File: src/rtl/hci_sink_job_scheduler_pkg.sv
// Shared types for the sink job scheduler: the slice of the HCI streamer
// control/flag structures it touches, its FSM state type and an ID-width helper.
package hci_sink_job_scheduler_pkg;

  // Address-generator configuration carried with every store job.
  typedef struct packed {
    logic [31:0] base_addr;
    logic [31:0] tot_len;
    logic [31:0] d0_len;
    logic [31:0] d0_stride;
  } ctrl_addressgen_v3_t;

  // Control word presented to the sink's ctrl_i port.
  typedef struct packed {
    logic                valid;
    ctrl_addressgen_v3_t addressgen_ctrl;
  } hci_streamer_v2_ctrl_t;

  // Flags returned by the sink: ready to take a job, job finished.
  typedef struct packed {
    logic ready;
    logic done;
  } hci_streamer_v2_flags_t;

  // IDLE while no job is outstanding, ACTIVE otherwise.
  typedef enum logic {
    IDLE   = 1'b0,
    ACTIVE = 1'b1
  } hci_sched_state_t;

  // Width of a requester ID; never narrower than one bit.
  function automatic int unsigned sched_id_width(input int unsigned nb_req);
    return (nb_req > 1) ? $clog2(nb_req) : 1;
  endfunction

endpackage

File: src/rtl/hwpe_stream_fifo.sv
// Small synchronous FIFO used to record job owners in acceptance order.
// A push while full is taken only when a pop happens in the same cycle.
module hwpe_stream_fifo #(
  parameter int unsigned DATA_WIDTH = 2,
  parameter int unsigned FIFO_DEPTH = 4,
  localparam int unsigned PTR_W     = (FIFO_DEPTH > 1) ? $clog2(FIFO_DEPTH) : 1,
  localparam int unsigned USAGE_W   = $clog2(FIFO_DEPTH + 1)
) (
  input  logic                  clk_i,
  input  logic                  rst_ni,
  input  logic                  clear_i,
  input  logic                  push_i,
  input  logic [DATA_WIDTH-1:0] data_i,
  input  logic                  pop_i,
  output logic [DATA_WIDTH-1:0] data_o,
  output logic                  empty_o,
  output logic                  full_o,
  output logic [USAGE_W-1:0]    usage_o
);

  logic [DATA_WIDTH-1:0] mem_q [FIFO_DEPTH];
  logic [PTR_W-1:0]      wr_ptr_q;
  logic [PTR_W-1:0]      rd_ptr_q;
  logic [USAGE_W-1:0]    usage_q;
  logic                  push_en;
  logic                  pop_en;

  // Qualify push/pop against occupancy.
  always_comb begin
    empty_o = (usage_q == '0);
    full_o  = (usage_q == USAGE_W'(FIFO_DEPTH));
    pop_en  = pop_i & ~empty_o;
    push_en = push_i & (~full_o | pop_en);
    data_o  = mem_q[rd_ptr_q];
    usage_o = usage_q;
  end

  // Storage, pointers and occupancy counter.
  always_ff @(posedge clk_i or negedge rst_ni) begin
    if (!rst_ni) begin
      for (int i = 0; i < int'(FIFO_DEPTH); i++) mem_q[i] <= '0;
      wr_ptr_q <= '0;
      rd_ptr_q <= '0;
      usage_q  <= '0;
    end else if (clear_i) begin
      for (int i = 0; i < int'(FIFO_DEPTH); i++) mem_q[i] <= '0;
      wr_ptr_q <= '0;
      rd_ptr_q <= '0;
      usage_q  <= '0;
    end else begin
      if (push_en) begin
        mem_q[wr_ptr_q] <= data_i;
        wr_ptr_q <= (wr_ptr_q == PTR_W'(FIFO_DEPTH - 1)) ? '0 : wr_ptr_q + PTR_W'(1);
      end
      if (pop_en) begin
        rd_ptr_q <= (rd_ptr_q == PTR_W'(FIFO_DEPTH - 1)) ? '0 : rd_ptr_q + PTR_W'(1);
      end
      if (push_en && !pop_en) usage_q <= usage_q + USAGE_W'(1);
      else if (pop_en && !push_en) usage_q <= usage_q - USAGE_W'(1);
    end
  end

endmodule

File: src/rtl/hci_sink_job_scheduler.sv
// Shares one HCI sink streamer between NB_REQ requesters: round-robin job
// arbitration onto the sink ctrl port, in-order owner tracking, done routing
// back to the owner, and the ID of the job currently executing.
//
// Handshake: a requester raises req_valid_i and holds req_ctrl_i stable until
// it sees its req_ready_o bit high in the same cycle; that cycle is the accept.
// Toward the sink, ctrl_o.valid is presented and the job is taken in any cycle
// where flags_i.ready is also high. req_ready_o is never asserted without the
// sink accepting, so both sides of the accept happen in one cycle.
module hci_sink_job_scheduler
  import hci_sink_job_scheduler_pkg::*;
#(
  parameter int unsigned NB_REQ   = 4,
  parameter int unsigned ID_DEPTH = 4,
  parameter int unsigned CNT_W    = $clog2(ID_DEPTH + 1),
  localparam int unsigned ID_W    = sched_id_width(NB_REQ),
  localparam int unsigned USAGE_W = $clog2(ID_DEPTH + 1)
) (
  input  logic                                  clk_i,
  input  logic                                  rst_ni,
  input  logic                                  clear_i,
  input  logic                                  enable_i,
  input  logic                [NB_REQ-1:0]      req_valid_i,
  input  ctrl_addressgen_v3_t [NB_REQ-1:0]      req_ctrl_i,
  output logic                [NB_REQ-1:0]      req_ready_o,
  output logic                [NB_REQ-1:0]      done_o,
  output logic                [NB_REQ-1:0]      busy_o,
  output hci_streamer_v2_ctrl_t                 ctrl_o,
  input  hci_streamer_v2_flags_t                flags_i,
  output logic                                  active_valid_o,
  output logic                [$clog2(NB_REQ)-1:0] active_id_o,
  output logic                                  error_o,
  output hci_sched_state_t                      state_o
);

  logic [ID_W-1:0]               rr_ptr_q;
  logic [ID_W-1:0]               grant;
  logic [ID_W-1:0]               head;
  logic                          any_valid;
  logic                          ctrl_valid;
  logic                          id_full;
  logic                          accept;
  logic                          pop;
  logic                          fifo_empty;
  logic                          fifo_full;
  logic [USAGE_W-1:0]            fifo_usage;
  logic [NB_REQ-1:0]             inc_vec;
  logic [NB_REQ-1:0]             dec_vec;
  logic [NB_REQ-1:0][CNT_W-1:0]  cnt_q;
  logic [NB_REQ-1:0]             done_q;
  logic                          error_q;
  hci_sched_state_t              state_q;
  hci_sched_state_t              state_d;

  // Round-robin search: first valid requester at or after rr_ptr_q, wrapping.
  always_comb begin
    int   sum;
    logic found;
    grant = '0;
    found = 1'b0;
    sum   = 0;
    for (int k = 0; k < int'(NB_REQ); k++) begin
      sum = int'(rr_ptr_q) + k;
      if (sum >= int'(NB_REQ)) sum = sum - int'(NB_REQ);
      if (!found && req_valid_i[ID_W'(sum)]) begin
        found = 1'b1;
        grant = ID_W'(sum);
      end
    end
  end

  // Sink request, accept/pop qualification and per-requester event vectors.
  // A pop frees a slot in the same cycle, so a full FIFO still accepts then.
  always_comb begin
    any_valid   = |req_valid_i;
    pop         = flags_i.done & enable_i & ~fifo_empty;
    id_full     = fifo_full & ~pop;
    ctrl_valid  = enable_i & any_valid & ~id_full;
    accept      = ctrl_valid & flags_i.ready;
    ctrl_o.valid           = ctrl_valid;
    ctrl_o.addressgen_ctrl = any_valid ? req_ctrl_i[grant] : '0;
    req_ready_o = '0;
    inc_vec     = '0;
    dec_vec     = '0;
    if (accept) begin
      req_ready_o[grant] = 1'b1;
      inc_vec[grant]     = 1'b1;
    end
    if (pop) dec_vec[head] = 1'b1;
  end

  // Owner FIFO: one entry per accepted, not yet completed job.
  hwpe_stream_fifo #(
    .DATA_WIDTH (ID_W),
    .FIFO_DEPTH (ID_DEPTH)
  ) i_owner_fifo (
    .clk_i   (clk_i),
    .rst_ni  (rst_ni),
    .clear_i (clear_i),
    .push_i  (accept),
    .data_i  (grant),
    .pop_i   (pop),
    .data_o  (head),
    .empty_o (fifo_empty),
    .full_o  (fifo_full),
    .usage_o (fifo_usage)
  );

  // Round-robin pointer moves past the winner on every accept.
  always_ff @(posedge clk_i or negedge rst_ni) begin
    if (!rst_ni) begin
      rr_ptr_q <= '0;
    end else if (clear_i) begin
      rr_ptr_q <= '0;
    end else if (accept) begin
      rr_ptr_q <= (grant == ID_W'(NB_REQ - 1)) ? '0 : grant + ID_W'(1);
    end
  end

  // Outstanding-job counters; a push and pop to the same owner cancel out.
  always_ff @(posedge clk_i or negedge rst_ni) begin
    if (!rst_ni) begin
      cnt_q <= '0;
    end else if (clear_i) begin
      cnt_q <= '0;
    end else begin
      for (int i = 0; i < int'(NB_REQ); i++) begin
        if (inc_vec[i] && !dec_vec[i]) cnt_q[i] <= cnt_q[i] + CNT_W'(1);
        else if (dec_vec[i] && !inc_vec[i]) cnt_q[i] <= cnt_q[i] - CNT_W'(1);
      end
    end
  end

  // Registered done pulse to the owner and sticky spurious-done error.
  always_ff @(posedge clk_i or negedge rst_ni) begin
    if (!rst_ni) begin
      done_q  <= '0;
      error_q <= 1'b0;
    end else if (clear_i) begin
      done_q  <= '0;
      error_q <= 1'b0;
    end else if (enable_i) begin
      done_q <= dec_vec;
      if (flags_i.done && fifo_empty) error_q <= 1'b1;
    end
  end

  // FSM state register.
  always_ff @(posedge clk_i or negedge rst_ni) begin
    if (!rst_ni) begin
      state_q <= IDLE;
    end else if (clear_i) begin
      state_q <= IDLE;
    end else begin
      state_q <= state_d;
    end
  end

  // FSM next state: ACTIVE while any job is outstanding.
  always_comb begin
    state_d = state_q;
    case (state_q)
      IDLE:    if (accept) state_d = ACTIVE;
      ACTIVE:  if (pop && !accept && fifo_usage == USAGE_W'(1)) state_d = IDLE;
      default: state_d = IDLE;
    endcase
  end

  // Status outputs.
  always_comb begin
    for (int i = 0; i < int'(NB_REQ); i++) busy_o[i] = (cnt_q[i] != '0);
    done_o         = done_q;
    error_o        = error_q;
    active_valid_o = (state_q == ACTIVE);
    active_id_o    = (state_q == ACTIVE) ? head : '0;
    state_o        = state_q;
  end

endmodule

File: config.mk
export PLATFORM = sky130hd
export DESIGN_NAME = hci_sink_job_scheduler
export DESIGN_NICKNAME = d
export VERILOG_FILES = /design/src/rtl/hci_sink_job_scheduler_pkg.sv /design/src/rtl/hwpe_stream_fifo.sv /design/src/rtl/hci_sink_job_scheduler.sv
export SDC_FILE = /design/constraint.sdc
export NUM_CORES = 1
export LEC_CHECK = 0
export CAP_MARGIN = 30
export CORE_AREA = 2 2 262 264
export DETAILED_ROUTE_END_ITERATION = 12
export DIE_AREA = 0 0 264 266
export GPL_TIMING_DRIVEN = 0
export PLACE_DENSITY = 0.37
export SLEW_MARGIN = 20
export SYNTH_ARGS = -nofsm -noshare
export SYNTH_HDL_FRONTEND = slang
export SYNTH_SLANG_ARGS = --single-unit
export TNS_END_PERCENT = 30
File: constraint.sdc
create_clock -name clk_i -period 7.7 [get_ports clk_i]
set_input_delay 1.54 -clock clk_i [delete_from_list [all_inputs] [get_ports clk_i]]
set_output_delay 1.54 -clock clk_i [all_outputs]
set_load 0.01 [all_outputs]
== After elaboration in Yosys (flattened, before gate mapping) ==
Cells that the tools add are included.
Word-level totals
  register bits after elaboration: 35
  bits in latches: 0
  bits in writable memories: 0
  bits in read-only memories: 0
  input port bits: 522
  output and inout port bits: 146
  logic and storage cells: 192
  memories: 0
Cells by class
  add/sub/neg operators: 20
  multipliers: 0
  divide/modulo/power cells: 0
  magnitude comparators: 15
  equal/unequal tests: 5
  shifts and indexed selects: 0
  mux-type cells: 71
  bitwise gates (word level): 16
  reductions and logical operators: 50
Operators by type and width (number)
  128-bit binary-select mux with 2-bit select: 1
  128-bit two-way mux: 2
  2-bit two-way mux: 21
  3-bit two-way mux: 11
  3-bit nonzero test: 9
  1-bit logical AND: 19
  1-bit two-way mux: 19
  2-bit by 4-bit < comparator with 1-bit output (second input constant): 4
  4-bit two-way mux: 4
  8-bit two-way mux: 2
  3-bit by 1-bit adder with 3-bit output (second input constant): 5
  3-bit greater-or-equal comparator (second input constant): 5
  3-bit by 1-bit subtractor with 3-bit output (second input constant): 5
  1-bit zero test: 14
  12-bit two-way mux: 1
  2-bit nonzero test: 5
  1-bit bitwise AND: 8
  1-bit binary-select mux with 2-bit select: 4
  8-bit bitwise mux: 1
  2-bit by 1-bit subtractor with 2-bit output (second input constant): 4
  2-bit by 1-bit adder with 2-bit output (second input constant): 3
  2-bit by 2-bit adder with 3-bit output (second input constant): 2
  2-bit equality test (second input constant): 3
  2-bit by 3-bit < comparator with 1-bit output (second input constant): 2
  16 further kinds: 23

== Depth between registers and ports, before layout ==
Gate-level depths: netlist of the first run.
  depth after elaboration: 25
  gate-level depth with buffers: 13
  depth with buffers taken out: 12

== Modules after synthesis ==
A second synthesis of the first run with hierarchy kept.
Second synthesis, totals
  cell total of the unflattened synthesis: 557
  area, all modules: 6321.1 µm²
By module, submodules not included
  hci_sink_job_scheduler: times used 1, cells an instance 448, area an instance 5345.1 µm², seq. area each 500.5 µm²
  hwpe_stream_fifo: times used 1, cells an instance 109, area an instance 975.9 µm², seq. area each 375.4 µm²

== Worst setup path before layout of the first run ==
OpenSTA, ideal clock, no wires.
  kind: input port to output port
  start point: input req_valid_i[3]
  end point: output ctrl_o[100] (netlist bit)
  data arrival time: 3.022 ns
  data required time: 6.160 ns
  path slack: 3.138 ns
  stages on the path: 7
  path buffers: 2
  cells stage by stage: nor2b_1 o21ai_0 and4b_1 buf_2 clkbuf_1 mux4_2 and2_1
RTL lines
  start, declared: RTL line hci_sink_job_scheduler.sv:23  | input logic [NB_REQ-1:0] req_valid_i,
  end, declared: RTL line hci_sink_job_scheduler.sv:28  | output hci_streamer_v2_ctrl_t ctrl_o,

==> summary.txt, run 1 <==
Reg power frac = 0.134
Lkg Pwr = 4.89 nW
startpoint types = input port
crit end category = output pin
share of layout cells above drive strength 1 = 0.137
worst vdd ir = 0.0654 mV
pin count of the biggest net entering global routing = 28
crit path DAT = 4850 ps
IO Port Bufs = 667
Yosys top cell area share = 0.470
Initial DRT Pass Iterations = 4
Placed Area = 13,900 sq um
skew final = 4.32 ps
worst min-delay path class = reg -> reg
Max Freq = 0.156 GHz
GR Overflow Total = 0
Final HPWL DP = 52,500 um
fin cells = 2,108
CTS Buf Count = 5
CTS max path bufs = 2
post-CTS resize count = 0
mux share of post-synthesis cell area = 0.493
GRT Resource Usage Total = 0.158
Starting Density = 0.0905
final worst path period need = 6390 ps
Critical Path Fanout Max = 10
final setup fails = 0
H-Tree Depth = 2
P_int = 1.02 mW
Synth area leader = mux4_2
Final Hold Fails = 0
Syn. warnings = 0
Clock Tree Root = clkbuf_16
Iteration-0 DRC Markers = 327
routability congestion estimate = 0.863
Post-layout nets = 1,756
Worst-Margin Slew = 907 ps
outcome = finished, final reports clean
antenna violations before repair = 57
DP Cell Count = 2,094
Avg WL per Cell = 27.6 um
area share of fa/ha/maj cells after synthesis = 0.0355
switching power total = 507 uW
Power Total = 1.53 mW
fraction of registers with async set/reset = 1.00
final worst path period share = 0.831
CTS sink count = 35
Ports = 668
main combinational cell family by area after synthesis = multiplexers
vias per inst = 3.71
Max-slew headroom = 0.396
top cells by area, synth = mux4_2 (47%), dfrtp_1 (14%), and2_1 (13%)
compound-cell area share of the yosys netlist = 0.0377
Post-Syn Area = 6130 sq um
Mapped Nets = 1,081
Req. time, crit path = 6160 ps
die height = 266 um
core box area = 67,700 sq um
setup_tns = 0 ps
post-CTS setup buffer count = 0
synthesis-stage register bit count = 35
Final Instance Area = 14,100 sq um
pwr dens = 109 nW/um^2
area growth from synthesis to layout = 130%
Die Area = 70,200 sq um
Clk pwr share = 0.126
post-route ant nets = 0
post-synthesis sequential area ratio = 0.143
Post-synth top flop = dfrtp_1
Yosys cell types = 49
vias in the first global route = 8,263
via count = 7,824
Residual DRC = 0
Slew Viols, Final = 0
Hold Buf Count CTS = 0
number of enable flip-flop cells after synthesis = 0
final WL = 58,100 um
first-pass GRT wire length = 75,300 um
xor and xnor area share after synthesis = 0.0155
synthesized area per cell = 11.3 sq um
critical path class = in -> out
Synth top cells by count = and2_1 (131), mux4_2 (128), dfrtp_1 (35)
Switching Share = 0.332
TritonCTS clock tree = yes
combinational share of power = 0.739
Layout Utilization = 0.208
FP Rows = 96
RSZ-0062 raised after global routing = false
Die W = 264 um
top-count cell post-synth = and2_1
Cells after Synth = 544
worst skew pair latency = 280 ps
post-synthesis simple-gate area fraction = 0.215
max cap viols = 0
Clock transition at path regs = 60 ps
[flip-flops by register name, indices dropped and copies added, names as in the netlist, 2 cells and up]
name	count
cnt_q	12
i_owner_fifo.mem_q	8
done_o	4
i_owner_fifo.usage_o	3
i_owner_fifo.rd_ptr_q	2
i_owner_fifo.wr_ptr_q	2
rr_ptr_q	2
[power groups by stage]
stage	registers, mW	clock network [mW]	logic, mW
5_1_grt	0.207	0.206	1.20
3_5_place_dp	0.208	0	1.14
6_report	0.205	0.193	1.13
2_1_floorplan	0.207	0	0.485
3_3_place_gp	0.208	0	1.14
4_1_cts	0.205	0.200	1.15
[layout by cell type, fill, tap and decap left out, types with 12 or more instances in the layout]
cell type	n
a21oi_1	18
and2_1	131
clkbuf_1	28
clkdlybuf4s50_1	666
dfrtp_1	35
inv_1	16
mux4_2	128
nand2_1	25
nand3_1	12
nor2_1	32
[layout make-up]
cell class	count	area, sq um
timing repair buffer	668	6690
multi-input combinational	435	4880
antenna	8	20.0
tap	882	1100
sequential	35	876
buffer	57	310
inverter	17	63.8
clock buffer	6	129
fill	7381	53700
[worst max-delay path, cell delays in order]
cell	delay, ps
clkdlybuf4s50_1	570
nor2b_1	80
o21ai_0	130
and4b_1	300
buf_2	350
buf_1	720
mux4_2	470
and2_1	190
clkdlybuf4s50_1	470
[path summary, 6_finish.rpt]
kind,from,end,slack (ps),depth (start not counted)
setup / recovery,req_valid_i[3],ctrl_o[27],1310,9
hold / removal,error_o,error_o,490,2
min in group asynchronous,rst_ni,cnt_q[5],1130,1
max in group asynchronous,rst_ni,cnt_q[11],6140,2
setup reg to reg,rr_ptr_q[0],cnt_q[11],4220,13
hold reg to reg,error_o,error_o,490,2
[layer usage]
| layer | track usage | part of all wire | vias to the layer above |
|---|---|---|---|
| met5 | 0 | 0.0029 | - |
| met4 | 0.0203 | 0.018 | 26 |
| met3 | 0.0465 | 0.078 | 80 |
| met2 | 0.286 | 0.50 | 420 |
| met1 | 0.188 | 0.40 | 3871 |
| li1 | - | - | 3427 |
[logic make-up (layout without fill, tap and decap cells)]
logic type / Yosys count / in the layout
and+or+nand+nor: 232 / 232
muxes: 141 / 141
xor gates and xnor gates: 10 / 10
AOI/OAI and AO/OA: 37 / 37
buffers and inverters: 74 / 748
adders and majority gates: 15 / 15
DFF: 35 / 35
other: 0 / 8
[per-stage QoR]
stage | hold WS, ps | setup slack [ps]
after floorplan | 496 | 3140
after global placement | 488 | 1290
after detailed placement | 486 | 1260
after CTS | 498 | 1260
after global routing | 547 | 1140
final | 489 | 1310
Note: power is estimated with default switching activity, not from simulation.
==> run 2: changes to the inputs <==
--- a/config.mk
+++ b/config.mk
@@ -6,11 +6,11 @@
 export NUM_CORES = 1
 export LEC_CHECK = 0
 export CAP_MARGIN = 30
-export CORE_AREA = 2 2 262 264
+export CORE_AREA = 2 2 258 260
 export DETAILED_ROUTE_END_ITERATION = 12
-export DIE_AREA = 0 0 264 266
+export DIE_AREA = 0 0 260 262
 export GPL_TIMING_DRIVEN = 0
-export PLACE_DENSITY = 0.37
+export PLACE_DENSITY = 0.38
 export SLEW_MARGIN = 20
 export SYNTH_ARGS = -nofsm -noshare
 export SYNTH_HDL_FRONTEND = slang
==> constraint.sdc (replaced) <==
create_clock -name clk_i -period 6.15 [get_ports clk_i]
set_input_delay 1.23 -clock clk_i [delete_from_list [all_inputs] [get_ports clk_i]]
set_output_delay 1.23 -clock clk_i [all_outputs]
set_load 0.01 [all_outputs]
==> run 2 against run 1 <==
  * Utilization up 0.90 points
  * Cell count down 0.19%
  * Worst hold slack better by 4.2 ps
  * Clock-buffer cell count unchanged
  * Clock skew up 5.6 ps
  * Sequential cell count unchanged
  * Critical path depth unchanged
  * First-iteration DRC count up 17%
  * Wire length down 7.0%
  * Register-to-register slack worse by 1600 ps
  * Die area down 3.0%
==> summary.txt, run 2 (same netlist as run 1, synthesis figures left out) <==
Switching Share = 0.323
crit end category = output pin
RSZ-0062 raised after global routing = false
final WL = 54,100 um
via count = 7,777
setup_tns = 0 ps
Starting Density = 0.0939
Residual DRC = 0
Lkg Pwr = 4.93 nW
final worst path period need = 5790 ps
TritonCTS clock tree = yes
Clock transition at path regs = 60 ps
Worst Hold Depth = 2
Placed Area = 13,900 sq um
die height = 262 um
Final Hold Fails = 0
routability congestion estimate = 0.829
Die W = 260 um
H-Tree Depth = 2
worst vdd ir = 0.116 mV
GRT Resource Usage Total = 0.148
worst reg2reg path depth = 13
R2R setup slack = 2620 ps
vias per inst = 3.70
commonest non-fill, non-tap cells in the layout = clkdlybuf4s50_1 (666), and2_1 (131), mux4_2 (128)
Max Freq = 0.173 GHz
Req. time, crit path = 4920 ps
final setup fails = 0
Die Area = 68,100 sq um
critical path class = in -> out
Avg WL per Cell = 25.7 um
Post-layout nets = 1,757
CTS sink count = 35
CTS Buf Count = 5
Clk pwr share = 0.156
Hold Buf Count CTS = 0
Initial DRT Pass Iterations = 4
GR Overflow Total = 0
Biggest register = cnt_q
Final HPWL DP = 48,600 um
WHS = 493 ps
Slew Viols, Final = 0
worst skew pair latency = 290 ps
max cap viols = 0
vias in the first global route = 8,140
CTS max path bufs = 2
Reg power frac = 0.130
P_int = 1.33 mW
fill count = 7,127
post-route ant nets = 0
outcome = finished, final reports clean
Clock Tree Root = clkbuf_16
pin count of the biggest net entering global routing = 20
FP Rows = 94
Iteration-0 DRC Markers = 383
core box area = 65,300 sq um
leading cell type in the layout, fill and taps excluded = clkdlybuf4s50_1
area growth from synthesis to layout = 131%
IO Port Bufs = 667
Critical Path Fanout Max = 10
switching power total = 637 uW
skew final = 9.93 ps
share of layout cells above drive strength 1 = 0.139
Largest register FFs = 12
pwr dens = 139 nW/um^2
Worst-Margin Slew = 888 ps
post-CTS resize count = 0
Ports = 668
final worst path period share = 0.942
antenna violations before repair = 47
Final Instance Area = 14,100 sq um
crit path DAT = 4560 ps
first-pass GRT wire length = 68,800 um
Max-slew headroom = 0.408
startpoint types = input port
combinational share of power = 0.714
worst min-delay path class = reg -> reg
post-CTS setup buffer count = 0
-- run 2: final cells by class --
type / count / area, sq um / share of cell area
Clock buffer: 6 / 139 / 0.00982
Clock inverter: 2 / 35.0 / 0.00248
Tap cell: 864 / 1080 / 0.0764
Buffer: 57 / 309 / 0.0218
Multi-Input combinational cell: 435 / 4880 / 0.345
Inverter: 17 / 63.8 / 0.00451
Sequential cell: 35 / 876 / 0.0619
Antenna cell: 19 / 47.5 / 0.00336
Timing Repair Buffer: 669 / 6710 / 0.475
-- run 2: final timing paths --
check,endpoint,startpoint
worst max-delay path,ctrl_o[19],req_valid_i[3]
worst min-delay path,error_o,error_o
worst max register to register,cnt_q[11],rr_ptr_q[0]
worst min register to register,error_o,error_o
max in group asynchronous,i_owner_fifo.mem_q[6],rst_ni
min in group asynchronous,cnt_q[10],rst_ni
-- run 2: power groups by stage --
| stage | combinational [mW] | clock, mW | sequential, mW |
|---|---|---|---|
| finish | 1.41 | 0.307 | 0.257 |
| global placement | 1.42 | 0 | 0.261 |
| detailed placement | 1.43 | 0 | 0.261 |
| floorplan | 0.608 | 0 | 0.259 |
| CTS | 1.43 | 0.317 | 0.257 |
| global route | 1.50 | 0.328 | 0.259 |
-- run 2: worst max-delay path: stages --
cell             delay, ps
clkdlybuf4s50_1        560
nor2b_1                 90
o21ai_0                160
and4b_1                300
buf_2                  400
buf_1                  680
mux4_2                 400
and2_1                 170
clkdlybuf4s50_1        560
-- run 2: stage by stage --
step                total power [mW]  worst slack (ps)  utilization  std cells
CTS                             2.01               188        0.216       2085
global placement                1.68               249        0.213       2075
global route                    2.09              58.7        0.217       2100
detailed placement              1.69               192        0.213       2077
finish                          1.97               355        0.217       2104
floorplan                      0.866              2210            -        544
-- run 2: metal layers --
metal | vias up | part of all wire | GRT usage
met1 | 3855 | 0.38 | 0.171
met3 | 50 | 0.090 | 0.0485
li1 | 3451 | - | -
met5 | - | 0.0015 | 0
met4 | 14 | 0.016 | 0.0492
met2 | 407 | 0.51 | 0.257
==> run 3: changes to the inputs <==
--- a/config.mk
+++ b/config.mk
@@ -14,5 +14,6 @@
 export SLEW_MARGIN = 20
 export SYNTH_ARGS = -nofsm -noshare
 export SYNTH_HDL_FRONTEND = slang
+export SYNTH_HIERARCHICAL = 1
 export SYNTH_SLANG_ARGS = --single-unit
 export TNS_END_PERCENT = 30
==> run 3 against run 2 <==
  * Worst hold slack better by 26 ps
  * Critical endpoint is now ctrl_o[106]
  * Area after synthesis up 3.1%
  * Via count up 2.8%
  * Die area unchanged
  * Maximum frequency up 0.15%
  * Non-clock buffer count down 1
  * Global-route usage up 1.6 points
  * First-iteration DRC count up 15%
  * Combinational power up 4%
  * Largest power group unchanged
  * Clock power down 4%
  * Sequential cell count unchanged
==> summary.txt, run 3 <==
outcome = finished, final reports clean
vias per inst = 3.77
Clock Tree Root = clkbuf_16
Final HPWL DP = 53,100 um
post-CTS resize count = 0
switching power total = 671 uW
Slew Viols, Final = 0
delay-heaviest family, CP = buffers and inverters
setup_tns = 0 ps
worst skew pair latency = 280 ps
top-count cell post-synth = and2_1
Worst-Margin Slew = 859 ps
Biggest register = cnt_q
Largest register FFs = 12
routability congestion estimate = 0.925
max cap viols = 0
Reg power frac = 0.125
share of layout cells above drive strength 1 = 0.155
H-Tree Depth = 2
startpoint types = input port
post-synthesis sequential area ratio = 0.139
via count = 7,991
CTS max path bufs = 2
post-route ant nets = 0
met2 wire length = 30,500 um
Initial DRT Pass Iterations = 5
DR top layer = met5
pin count of the biggest net entering global routing = 19
crit-path cells = clkdlybuf4s50_1 > o21bai_1 > a221oi_4 > buf_4 > buf_2 > mux4_2 > and2_1 > clkdlybuf4s50_1
CP dominant cell by count = clkdlybuf4s50_1
Lkg Pwr = 5.00 nW
Synth area leader = mux4_2
post-CTS setup buffer count = 0
antenna violations before repair = 61
Die W = 260 um
Met3 Wirelength = 4610 um
Critical Path Fanout Max = 10
Ports = 668
TritonCTS clock tree = yes
final setup fails = 0
Req. time, crit path = 4920 ps
skew final = 3.01 ps
Switching Share = 0.335
DP Cell Count = 2,089
Layout Utilization = 0.219
Starting Density = 0.0968
slowest CP cell = a221oi_4
number of enable flip-flop cells after synthesis = 0
Syn. warnings = 6
CTS Buf Count = 5
crit path DAT = 4560 ps
first-pass GRT wire length = 75,300 um
Final Hold Fails = 0
Met1 Routed Length = 22,500 um
FP Rows = 94
Avg WL per Cell = 27.8 um
crit end category = output pin
die height = 262 um
final WL = 58,900 um
Hold Buf Count CTS = 0
GRT Resource Usage Total = 0.163
pwr dens = 140 nW/um^2
worst min-delay path class = reg -> reg
leading cell type in the layout, fill and taps excluded = clkdlybuf4s50_1
Post-synth top flop = dfrtp_1
WHS = 518 ps
top cells by area, synth = mux4_2 (46%), dfrtp_1 (14%), and2_1 (13%)
final worst path period share = 0.941
vias in the first global route = 8,280
Mapped Nets = 1,091
Residual DRC = 0
Post-layout nets = 1,766
Yosys top cell area share = 0.463
CTS sink count = 35
worst vdd ir = 0.124 mV
commonest non-fill, non-tap cells in the layout = clkdlybuf4s50_1 (666), and2_1 (134), mux4_2 (130)
critical path class = in -> out
P_int = 1.33 mW
area growth from synthesis to layout = 127%
Cells after Synth = 557
Clock transition at path regs = 60 ps
final worst path period need = 5790 ps
core box area = 65,300 sq um
GR Overflow Total = 0
IO Port Bufs = 667
synthesis-stage register bit count = 35
fraction of registers with async set/reset = 1.00
combinational share of power = 0.728
Die Area = 68,100 sq um
Post-Syn Area = 6320 sq um
Iteration-0 DRC Markers = 441
Worst path max stage delay = 760 ps
Synth top cells by count = and2_1 (134), mux4_2 (130), nor2_1 (44)
fin cells = 2,119
Max Freq = 0.173 GHz
Clk pwr share = 0.147
CP Buf/Inv Count = 4
RSZ-0062 raised after global routing = false
Max-slew headroom = 0.427
synthesized area per cell = 11.3 sq um
Yosys cell types = 49
==> run 3: changes by cell type after synthesis, sizes merged, moves of 3 or more <==
cell | before | now
a21oi | 18 | 22
o21ai | 3 | 12
ha | 11 | 7
inv | 17 | 20
mux2i | 7 | 4
nor2 | 32 | 44
and2 | 131 | 134
buf | 29 | 39
nand3 | 12 | 4
clkbuf | 28 | 18
nand2 | 25 | 20
==> run 3: per-stage QoR <==
step           total power [mW]  setup WS, ps  instance area [sq um]
6_report                   2.00           364                  14300
3_5_place_dp               1.73           218                  14100
2_1_floorplan             0.875          2180                   6320
5_1_grt                    2.12           184                  14300
3_3_place_gp               1.73           230                  14100
4_1_cts                    2.03           220                  14300
==> run 3: path summary, 6_finish.rpt <==
check                           cells after the start      startpoint  slack (ps)                        to
worst min register to register                      2         error_o         520                   error_o
max in group asynchronous                           2          rst_ni        4770  i_owner_fifo/wr_ptr_q[0]
worst max register to register                     13     rr_ptr_q[1]        2650                  cnt_q[8]
min in group asynchronous                           1          rst_ni         910                 done_o[1]
worst max-delay path                                8  req_valid_i[3]         360               ctrl_o[106]
worst min-delay path                                2         error_o         520                   error_o
==> run 3: worst reg2reg max path: cells and delay by family, from the launching register on <==
| family | cells | cell delay (ps) |
|---|---|---|
| buf+inv | 2 | 630 |
| xor+xnor | 1 | 160 |
| fa+ha+maj | 2 | 640 |
| simple gates | 5 | 550 |
| compound gates | 3 | 1000 |
| flops | 1 | 400 |
==> run 3: layer usage <==
layer,track usage,vias to the layer above
met5,0,-
met4,0.0466,12
met3,0.0437,95
met2,0.292,431
met1,0.191,3946
li1,-,3507
==> run 3: power groups by stage <==
stage                     clock, mW  sequential [mW]  combinational, mW
after CTS                     0.303            0.251               1.48
after detailed placement          0            0.255               1.47
final                         0.294            0.251               1.46
after global routing          0.319            0.253               1.55
after global placement            0            0.255               1.47
after floorplan                   0            0.253              0.622
==> run 3: logic make-up after synthesis <==
| logic type | after synthesis | share of synthesized area |
|---|---|---|
| muxes | 140 | 0.480 |
| AOI/OAI and AO/OA | 52 | 0.0530 |
| and+or+nand+nor | 232 | 0.212 |
| xor gates and xnor gates | 9 | 0.0148 |
| buffers and inverters | 77 | 0.0713 |
| DFF | 35 | 0.139 |
| adders and majority gates | 12 | 0.0297 |
==> run 3: final cells by class <==
| class | count | area (sq um) |
|---|---|---|
| tap | 864 | 1080 |
| sequential | 35 | 876 |
| inverter | 20 | 75.1 |
| clock inverter | 3 | 43.8 |
| buffer | 57 | 377 |
| timing repair buffer | 668 | 6700 |
| fill | 7065 | 50900 |
| antenna | 22 | 55.1 |
| multi-input combinational | 445 | 4990 |
| clock buffer | 5 | 125 |
